## src/rtl/ps2_key_assembler.sv

```systemverilog
// ps2_key_assembler
//
// Receives raw PS/2 keyboard frames on the board pins and groups the bytes
// into complete key events. Prefix bytes (E0, F0) and the eight-byte E1
// pause sequence are collected into one event. Each event is published as
// a 65-bit toggle-flagged word in the hps_io ps2_key format. All logic runs
// on the rising edge of clk_sys.
//
// Ports:
//   clk_sys    in   1   system clock
//   RESET_N    in   1   asynchronous active-low reset
//   ps2_clk    in   1   raw PS/2 clock line (asynchronous)
//   ps2_data   in   1   raw PS/2 data line (asynchronous)
//   ps2_key    out  65  bit 64 toggles per event; 63:0 event bytes, newest in 7:0
//   rx_byte    out  8   last correctly received byte
//   rx_strobe  out  1   one-cycle pulse when rx_byte updates
//   frame_err  out  1   one-cycle pulse on start/parity/stop/timeout error
//
// Optional build macro: PS2_TYPEMATIC_FILTER_EN
//   When defined, a make event that repeats the last published make is
//   suppressed. The remembered make is cleared by any published break.

module ps2_key_assembler #(
    parameter int FILTER_LEN  = 8,
    parameter int TIMEOUT_CYC = 60000
) (
    input  logic        clk_sys,
    input  logic        RESET_N,
    input  logic        ps2_clk,
    input  logic        ps2_data,
    output logic [64:0] ps2_key,
    output logic [7:0]  rx_byte,
    output logic        rx_strobe,
    output logic        frame_err
);

    localparam int FW = $clog2(FILTER_LEN + 1);
    localparam int TW = $clog2(TIMEOUT_CYC + 1);

    typedef enum logic [1:0] {S_IDLE, S_DATA, S_PARITY, S_STOP} bit_state_t;

    logic [1:0]    clk_sync;
    logic [1:0]    data_sync;
    logic          filt_clk;
    logic [FW-1:0] filt_cnt;
    logic          fall;

    bit_state_t    state;
    bit_state_t    next_state;
    logic [7:0]    shift;
    logic [2:0]    bit_cnt;
    logic          par_bit;
    logic [TW-1:0] tmo_cnt;
    logic          frame_ok;
    logic          frame_bad;

    logic [55:0]   evt_buf;
    logic [63:0]   new_buf;
    logic          in_pause;
    logic [2:0]    pause_cnt;
    logic          evt_done;
    logic          publish;

    // Two-flop synchronisers. Lines idle high, so reset them high to avoid
    // a spurious fall as reset releases.
    always_ff @(posedge clk_sys or negedge RESET_N) begin
        if (!RESET_N) begin
            clk_sync  <= 2'b11;
            data_sync <= 2'b11;
        end else begin
            clk_sync  <= {clk_sync[0], ps2_clk};
            data_sync <= {data_sync[0], ps2_data};
        end
    end

    // Glitch filter: the filtered clock only follows the synchronised clock
    // after FILTER_LEN consecutive samples disagree with it. A high-to-low
    // change of the filtered clock produces a one-cycle fall pulse.
    always_ff @(posedge clk_sys or negedge RESET_N) begin
        if (!RESET_N) begin
            filt_clk <= 1'b1;
            filt_cnt <= '0;
            fall     <= 1'b0;
        end else begin
            fall <= 1'b0;
            if (clk_sync[1] == filt_clk) begin
                filt_cnt <= '0;
            end else if (filt_cnt == FW'(FILTER_LEN - 1)) begin
                filt_clk <= clk_sync[1];
                filt_cnt <= '0;
                fall     <= filt_clk;
            end else begin
                filt_cnt <= filt_cnt + 1'b1;
            end
        end
    end

    always_ff @(posedge clk_sys or negedge RESET_N) begin
        if (!RESET_N) begin
            state <= S_IDLE;
        end else begin
            state <= next_state;
        end
    end

    // Bit-level framing. Parity and stop are judged together on the stop
    // fall so a bad frame yields exactly one error pulse. A timeout only
    // applies inside a frame and loses to a coincident fall.
    always_comb begin
        next_state = state;
        frame_ok   = 1'b0;
        frame_bad  = 1'b0;
        case (state)
            S_IDLE: begin
                if (fall) begin
                    if (!data_sync[1]) begin
                        next_state = S_DATA;
                    end else begin
                        frame_bad = 1'b1;
                    end
                end
            end
            S_DATA: begin
                if (fall && bit_cnt == 3'd7) begin
                    next_state = S_PARITY;
                end
            end
            S_PARITY: begin
                if (fall) begin
                    next_state = S_STOP;
                end
            end
            S_STOP: begin
                if (fall) begin
                    next_state = S_IDLE;
                    if (data_sync[1] && (^shift ^ par_bit)) begin
                        frame_ok = 1'b1;
                    end else begin
                        frame_bad = 1'b1;
                    end
                end
            end
            default: next_state = S_IDLE;
        endcase
        if (!fall && state != S_IDLE && tmo_cnt == TW'(TIMEOUT_CYC)) begin
            next_state = S_IDLE;
            frame_bad  = 1'b1;
        end
    end

    always_ff @(posedge clk_sys or negedge RESET_N) begin
        if (!RESET_N) begin
            shift     <= '0;
            bit_cnt   <= '0;
            par_bit   <= 1'b0;
            tmo_cnt   <= '0;
            rx_byte   <= '0;
            rx_strobe <= 1'b0;
            frame_err <= 1'b0;
        end else begin
            if (fall || state == S_IDLE) begin
                tmo_cnt <= '0;
            end else if (tmo_cnt != TW'(TIMEOUT_CYC)) begin
                tmo_cnt <= tmo_cnt + 1'b1;
            end
            if (fall) begin
                case (state)
                    S_IDLE:   bit_cnt <= '0;
                    S_DATA: begin
                        shift   <= {data_sync[1], shift[7:1]};
                        bit_cnt <= bit_cnt + 1'b1;
                    end
                    S_PARITY: par_bit <= data_sync[1];
                    default:  ;
                endcase
            end
            rx_strobe <= frame_ok;
            frame_err <= frame_bad;
            if (frame_ok) begin
                rx_byte <= shift;
            end
        end
    end

    // Event grouping. Only the newest seven bytes need storing because the
    // byte arriving with rx_strobe completes the 64-bit word; anything older
    // falls off the top silently.
    assign new_buf = {evt_buf, rx_byte};

    always_comb begin
        evt_done = 1'b0;
        if (rx_strobe) begin
            if (in_pause) begin
                evt_done = (pause_cnt == 3'd7);
            end else if (rx_byte != 8'hE1 && rx_byte != 8'hE0 && rx_byte != 8'hF0) begin
                evt_done = 1'b1;
            end
        end
    end

`ifdef PS2_TYPEMATIC_FILTER_EN
    logic [63:0] last_make;
    logic        is_make;

    assign is_make = (new_buf[15:8] != 8'hF0) && (new_buf[7:0] != 8'hF0);
    assign publish = evt_done && !(is_make && new_buf == last_make);

    always_ff @(posedge clk_sys or negedge RESET_N) begin
        if (!RESET_N) begin
            last_make <= '0;
        end else if (publish) begin
            last_make <= is_make ? new_buf : 64'd0;
        end
    end
`else
    assign publish = evt_done;
`endif

    always_ff @(posedge clk_sys or negedge RESET_N) begin
        if (!RESET_N) begin
            evt_buf   <= '0;
            in_pause  <= 1'b0;
            pause_cnt <= '0;
            ps2_key   <= '0;
        end else if (frame_err) begin
            evt_buf   <= '0;
            in_pause  <= 1'b0;
            pause_cnt <= '0;
        end else if (rx_strobe) begin
            if (evt_done) begin
                evt_buf   <= '0;
                in_pause  <= 1'b0;
                pause_cnt <= '0;
            end else begin
                evt_buf <= new_buf[55:0];
                if (in_pause) begin
                    pause_cnt <= pause_cnt + 1'b1;
                end else if (rx_byte == 8'hE1) begin
                    in_pause  <= 1'b1;
                    pause_cnt <= 3'd1;
                end
            end
            if (publish) begin
                ps2_key <= {~ps2_key[64], new_buf};
            end
        end
    end

endmodule

```

## config.mk

```make
export PLATFORM = sky130hd
export DESIGN_NAME = ps2_key_assembler
export DESIGN_NICKNAME = d
export VERILOG_FILES = /design/src/rtl/ps2_key_assembler.sv
export SDC_FILE = /design/constraint.sdc
export NUM_CORES = 1
export LEC_CHECK = 0
export ABC_AREA = 0
export CAP_MARGIN = 10
export CORE_MARGIN = 3
export CORE_UTILIZATION = 56
export CTS_BUF_LIST = sky130_fd_sc_hd__clkbuf_16
export DETAILED_ROUTE_END_ITERATION = 8
export GPL_TIMING_DRIVEN = 0
export PLACE_DENSITY_LB_ADDON = 0.08
export SLEW_MARGIN = 40
export SYNTH_ARGS = -nofsm -noshare
export SYNTH_HDL_FRONTEND = slang
export SYNTH_SLANG_ARGS = --single-unit
```

## constraint.sdc

```tcl
create_clock -name clk_sys -period 2.9 [get_ports clk_sys]
set_input_delay 0.87 -clock clk_sys [delete_from_list [all_inputs] [get_ports clk_sys]]
set_output_delay 0.87 -clock clk_sys [all_outputs]
set_load 0.05 [all_outputs]
```

# Yosys cells after proc, flatten, opt, wreduce, memory -nomap -nowiden
# Cells that the tools add are included.
# word_totals
inputBits	4
output_inout_bits	75
reg_bits	175
# classes
reduce_logical	22
n_addsub	4
bitwise_logic	4
n_mux	39
eq_ne	18
# op_table
operator	n
56-bit two-way mux	3
16-bit two-way mux	2
8-bit != test (second input constant)	3
1-bit two-way mux	18
16-bit by 1-bit adder with 16-bit output (second input constant)	1
16-bit == test (second input constant)	1
16-bit != test (second input constant)	1
3-bit two-way mux	5
3-bit != test (second input constant)	5
2-bit two-way mux	6
2-bit AND reduction	5
8-bit == test (second input constant)	1
4-bit two-way mux	2
2-bit case mux with 4 select lines	1
2-bit nonzero test	4
8-bit parity	1
3-bit by 1-bit adder with 3-bit output (second input constant)	2
3-bit == test (second input constant)	2
1-bit logical AND	6
3-bit case mux with 2 select lines	1
5-bit AND reduction	1
4-bit by 1-bit adder with 4-bit output (second input constant)	1
2-bit == test (second input constant)	2
4-bit by 3-bit == test with 1-bit output (second input constant)	1
other kinds (10)	12

# Logic depth before layout (Yosys ltp)
# logic_depth
word_depth	9
depth_mapped	8
depth_no_buf	6

# Worst setup path after synthesis
# OpenSTA, ideal clock, no wires.
# synth_timing
path_kind	register to register
from	reg rx_byte[1]
to	reg ps2_key[10]
path_stages_with_launch	7
arrival_ns	2.303
setup_slack_ns	0.472
setup_time_ns	0.125
path_buffers	2
cell_sequence	dfrtp_1 -> or4b_4 -> o41a_1 -> nand3b_1 -> buf_6 -> buf_6 -> mux2_2
# synth_via
elab_chain_len	7
# synth_rtl
element	line	source
start, declared	32	output logic [7:0] rx_byte,
start signal, assigned	180	rx_byte <= shift;
8-bit != test	195	end else if (rx_byte != 8'hE1 && rx_byte != 8'hE0 && rx_byte != 8'hF0) begin
1-bit logical AND	195	
1-bit logical AND *	195	
1-bit two-way mux *	195	
1-bit two-way mux *	193	if (in_pause) begin
1-bit two-way mux *	192	if (rx_strobe) begin
3-bit AND reduction (no line) *	-	
end signal, assigned	244	ps2_key <= {~ps2_key[64], new_buf};
end, declared	31	output logic [64:0] ps2_key,
# Mark *: on every way between the ends. The rest lies on a longest branch, timed or not.
# A chain may end at the register's enable or synchronous reset.

# Worst setup path in the final report
# layout_timing
from	reg frame_err
to	out frame_err
# layout_rtl
element	line	source
start, declared	34	output logic frame_err
start signal, assigned	178	frame_err <= frame_bad;
# No word-level cell between the ends.

==> impl_metrics.yaml <==
final_layout:
  fin_cells: 774
  fin_util_pct: 70.8
  drive_above_1_share_pct: 21.0
  syn_to_final_growth_pct: 21.7
  antenna_cells: 0
  final_net_count: 611
  fillers: 877
worst_setup_path:
  crit_cells: 1
  end_kind: "output port"
  critical_path.endpoint: "frame_err"
  worstPathRequired_ns: 2.03
  critPathArrivalTime_ns: 1.80
  cp_num_buf_inv: 1
  slowest_stage: "clkdlybuf4s50_1"
  critPathKind: "flip-flop to output port"
  r2r_end: "ps2_key[13]"
  cp-startpoint: "frame_err"
  cp_cell_sequence: "clkdlybuf4s50_1"
  cp_top_family: "buffers and inverters"
  r2r_start: "rx_byte[1]"
  rrSetupSlack_ns: 0.46
  rr_worst_depth: 6
  critPathMaxFanout: 7
  start_kind: "flip-flop"
  max_stage_delay_ns: 0.88
global_route:
  antenna_found_initial: 0
  grt_overflow: 0
  grt_max_degree: 67
  grt_pass1_wl_um: 23200
  track_usage_pct: 20.8
  grt_pass1_vias: 4510
job:
  cap_viol_max_count: 0
drt:
  wl_per_cell_um: 17.5
  drcViolationCount: 0
  via_count: 4382
  ant_nets: 0
  wirelength_um: 13500
  drtIter0Drc: 281
  firstDrtPassIters: 4
  via_per_inst: 5.66
cts:
  clk_path_buf_depth: 2
  hold_buffers: 0
  htree_levels: 4
  insertion_delay_ns: 0.41
  postCtsSetupBuffers: 0
  clock-root-buffer: "clkbuf_16"
  cts_tree: "done"
  clkTransAtPathRegs_ns: 0.06
  numCtsBuffers: 17
  cts.sinks: 175
  cts-resized-gates: 0
synth:
  synthArstFlopShare_pct: 100
  synth_seq_cells: 175
  synth_edf_count: 0
  ys_types: 49
  syn_inst: 497
  avgSynthCellArea_um2: 14.2
  ys_seq_area_share_pct: 62.0
  synth_fp_nets: 512
  synth_area_mm2: 0.00708
  synth_ff_type: "dfrtp_1"
  yosys_warnings: 0
outcome:
  status: "finished, final reports clean"
die:
  die_x_um: 118
  die_y_um: 118
  start_util_pct: 58.2
  core_mm2: 0.0122
  rows: 40
  dieArea_mm2: 0.0140
  ioPinCount: 79
sta:
  fin_skew_ns: 0.00822
  min_period_ns: 2.67
  tns_ns: 0
  max_freq_ghz: 0.375
  rsz0062_at_grt: "false"
  slew_headroom_pct: 46.6
  hold_viol: 0
  worst_pin_slew_ns: 0.799
  timing.hold.ws_ns: 0.356
  setup_ws_ns: 0.234
  slew_violations: 0
  fin_crit_sh_pct: 91.9
  setup_viol: 0
pwr:
  irDropWorstVdd_v: 0.000374
  power.leakage_nw: 4.09
  pwr_density_cell_mw_per_mm2: 558
placement:
  port_buffers: 78
  dp_slack_ns: 0.470
  place_inst: 745
  dp_hpwl_um: 9530
  gp_congestion: 0.837
worst_hold_path:
  hold_path.class: "flip-flop to flip-flop"
## state kept, by name, indices dropped and copies added (netlist names), 2 cells and up
signal,cells
ps2_key,65
evt_buf,56
tmo_cnt,16
rx_byte,8
shift,8
filt_cnt,4
bit_cnt,3
pause_cnt,3
clk_sync,2
data_sync,2
state,2
## through the flow
step,power [mW],area (um^2)
2_1_floorplan,2.82,7080
3_3_place_gp,2.92,8070
3_5_place_dp,2.95,8130
4_1_cts,4.86,8610
5_1_grt,5.02,8610
6_report,4.81,8610
## synth_stat cells (3+ instances only)
master	n	share of area (%)
dfrtp_1	170	60
mux2_2	78	12
a22o_1	55	6.8
nor2_1	20	1.1
nand2_1	13	0.69
buf_6	11	1.8
ha_1	11	1.9
inv_1	11	0.58
clkbuf_1	10	0.53
xnor2_1	10	1.2
a21oi_1	9	0.64
nand3_1	9	0.64
o21ai_0	8	0.57
xor2_1	8	0.99
nand4_1	7	0.62
nor3_1	6	0.42
and4_1	5	0.62
dfstp_2	5	1.9
nor4_1	5	0.44
o211ai_1	5	0.53
mux2_1	4	0.64
nor4bb_1	3	0.42
## worst min path at each step
stage | start | endpoint | cells after the start
floorplan | clk_sync[0] | clk_sync[1] | 0
global placement | clk_sync[0] | clk_sync[1] | 0
detailed placement | clk_sync[0] | clk_sync[1] | 0
CTS | clk_sync[0] | clk_sync[1] | 0
global route | clk_sync[0] | clk_sync[1] | 0
finish | clk_sync[0] | clk_sync[1] | 0
## cells in the final DEF (no fill, tap or decap), types with 5 or more instances in the layout
master and instances:
xor2_1 8, nand2_1 13, mux2_2 78, o211ai_1 5, and4_1 5, clkbuf_16 17
clkdlybuf4s50_1 77, nor3_1 6, a22o_1 55, nand3_1 9, nor4_1 5, nand4_1 7
xnor2_1 10, clkbuf_1 10, buf_6 11, dfstp_2 5, o21ai_0 8, ha_1 11
a21oi_1 9, dfrtp_1 170, inv_1 13, nor2_1 20
## cell families (layout without fill, tap and decap cells)
family | after synthesis | count (layout) | synth area share, %
buf+inv | 34 | 143 | 2.99
mux | 83 | 83 | 13.2
compound gates | 91 | 91 | 10.4
fa+ha+maj | 11 | 11 | 1.94
simple gates | 83 | 83 | 6.61
xor+xnor | 20 | 20 | 2.88
flops | 175 | 175 | 62.0
## metal layers
metal	track usage, %	wire (um)
met2	34.3	6920
met4	7.17	182
met1	27.4	5950
met3	4.93	467
met5	0	0
## cell type report
| class | count | area (um^2) | area share [%] |
|---|---|---|---|
| plain buffers | 23 | 170 | 1.98 |
| well taps | 168 | 210 | 2.44 |
| flip-flops and latches | 175 | 4390 | 50.9 |
| clock buffers | 17 | 425 | 4.94 |
| repair buffers | 80 | 841 | 9.76 |
| inverters | 11 | 41.3 | 0.479 |
| multi-input cells | 288 | 2480 | 28.8 |
| clock inverters | 12 | 58.8 | 0.683 |
## power by group
| group | switching, mW | internal (mW) |
|---|---|---|
| clock network | 0.849 | 1.05 |
| registers | 0.0583 | 2.50 |
| logic | 0.220 | 0.125 |
(Power assumes the default switching activity.)
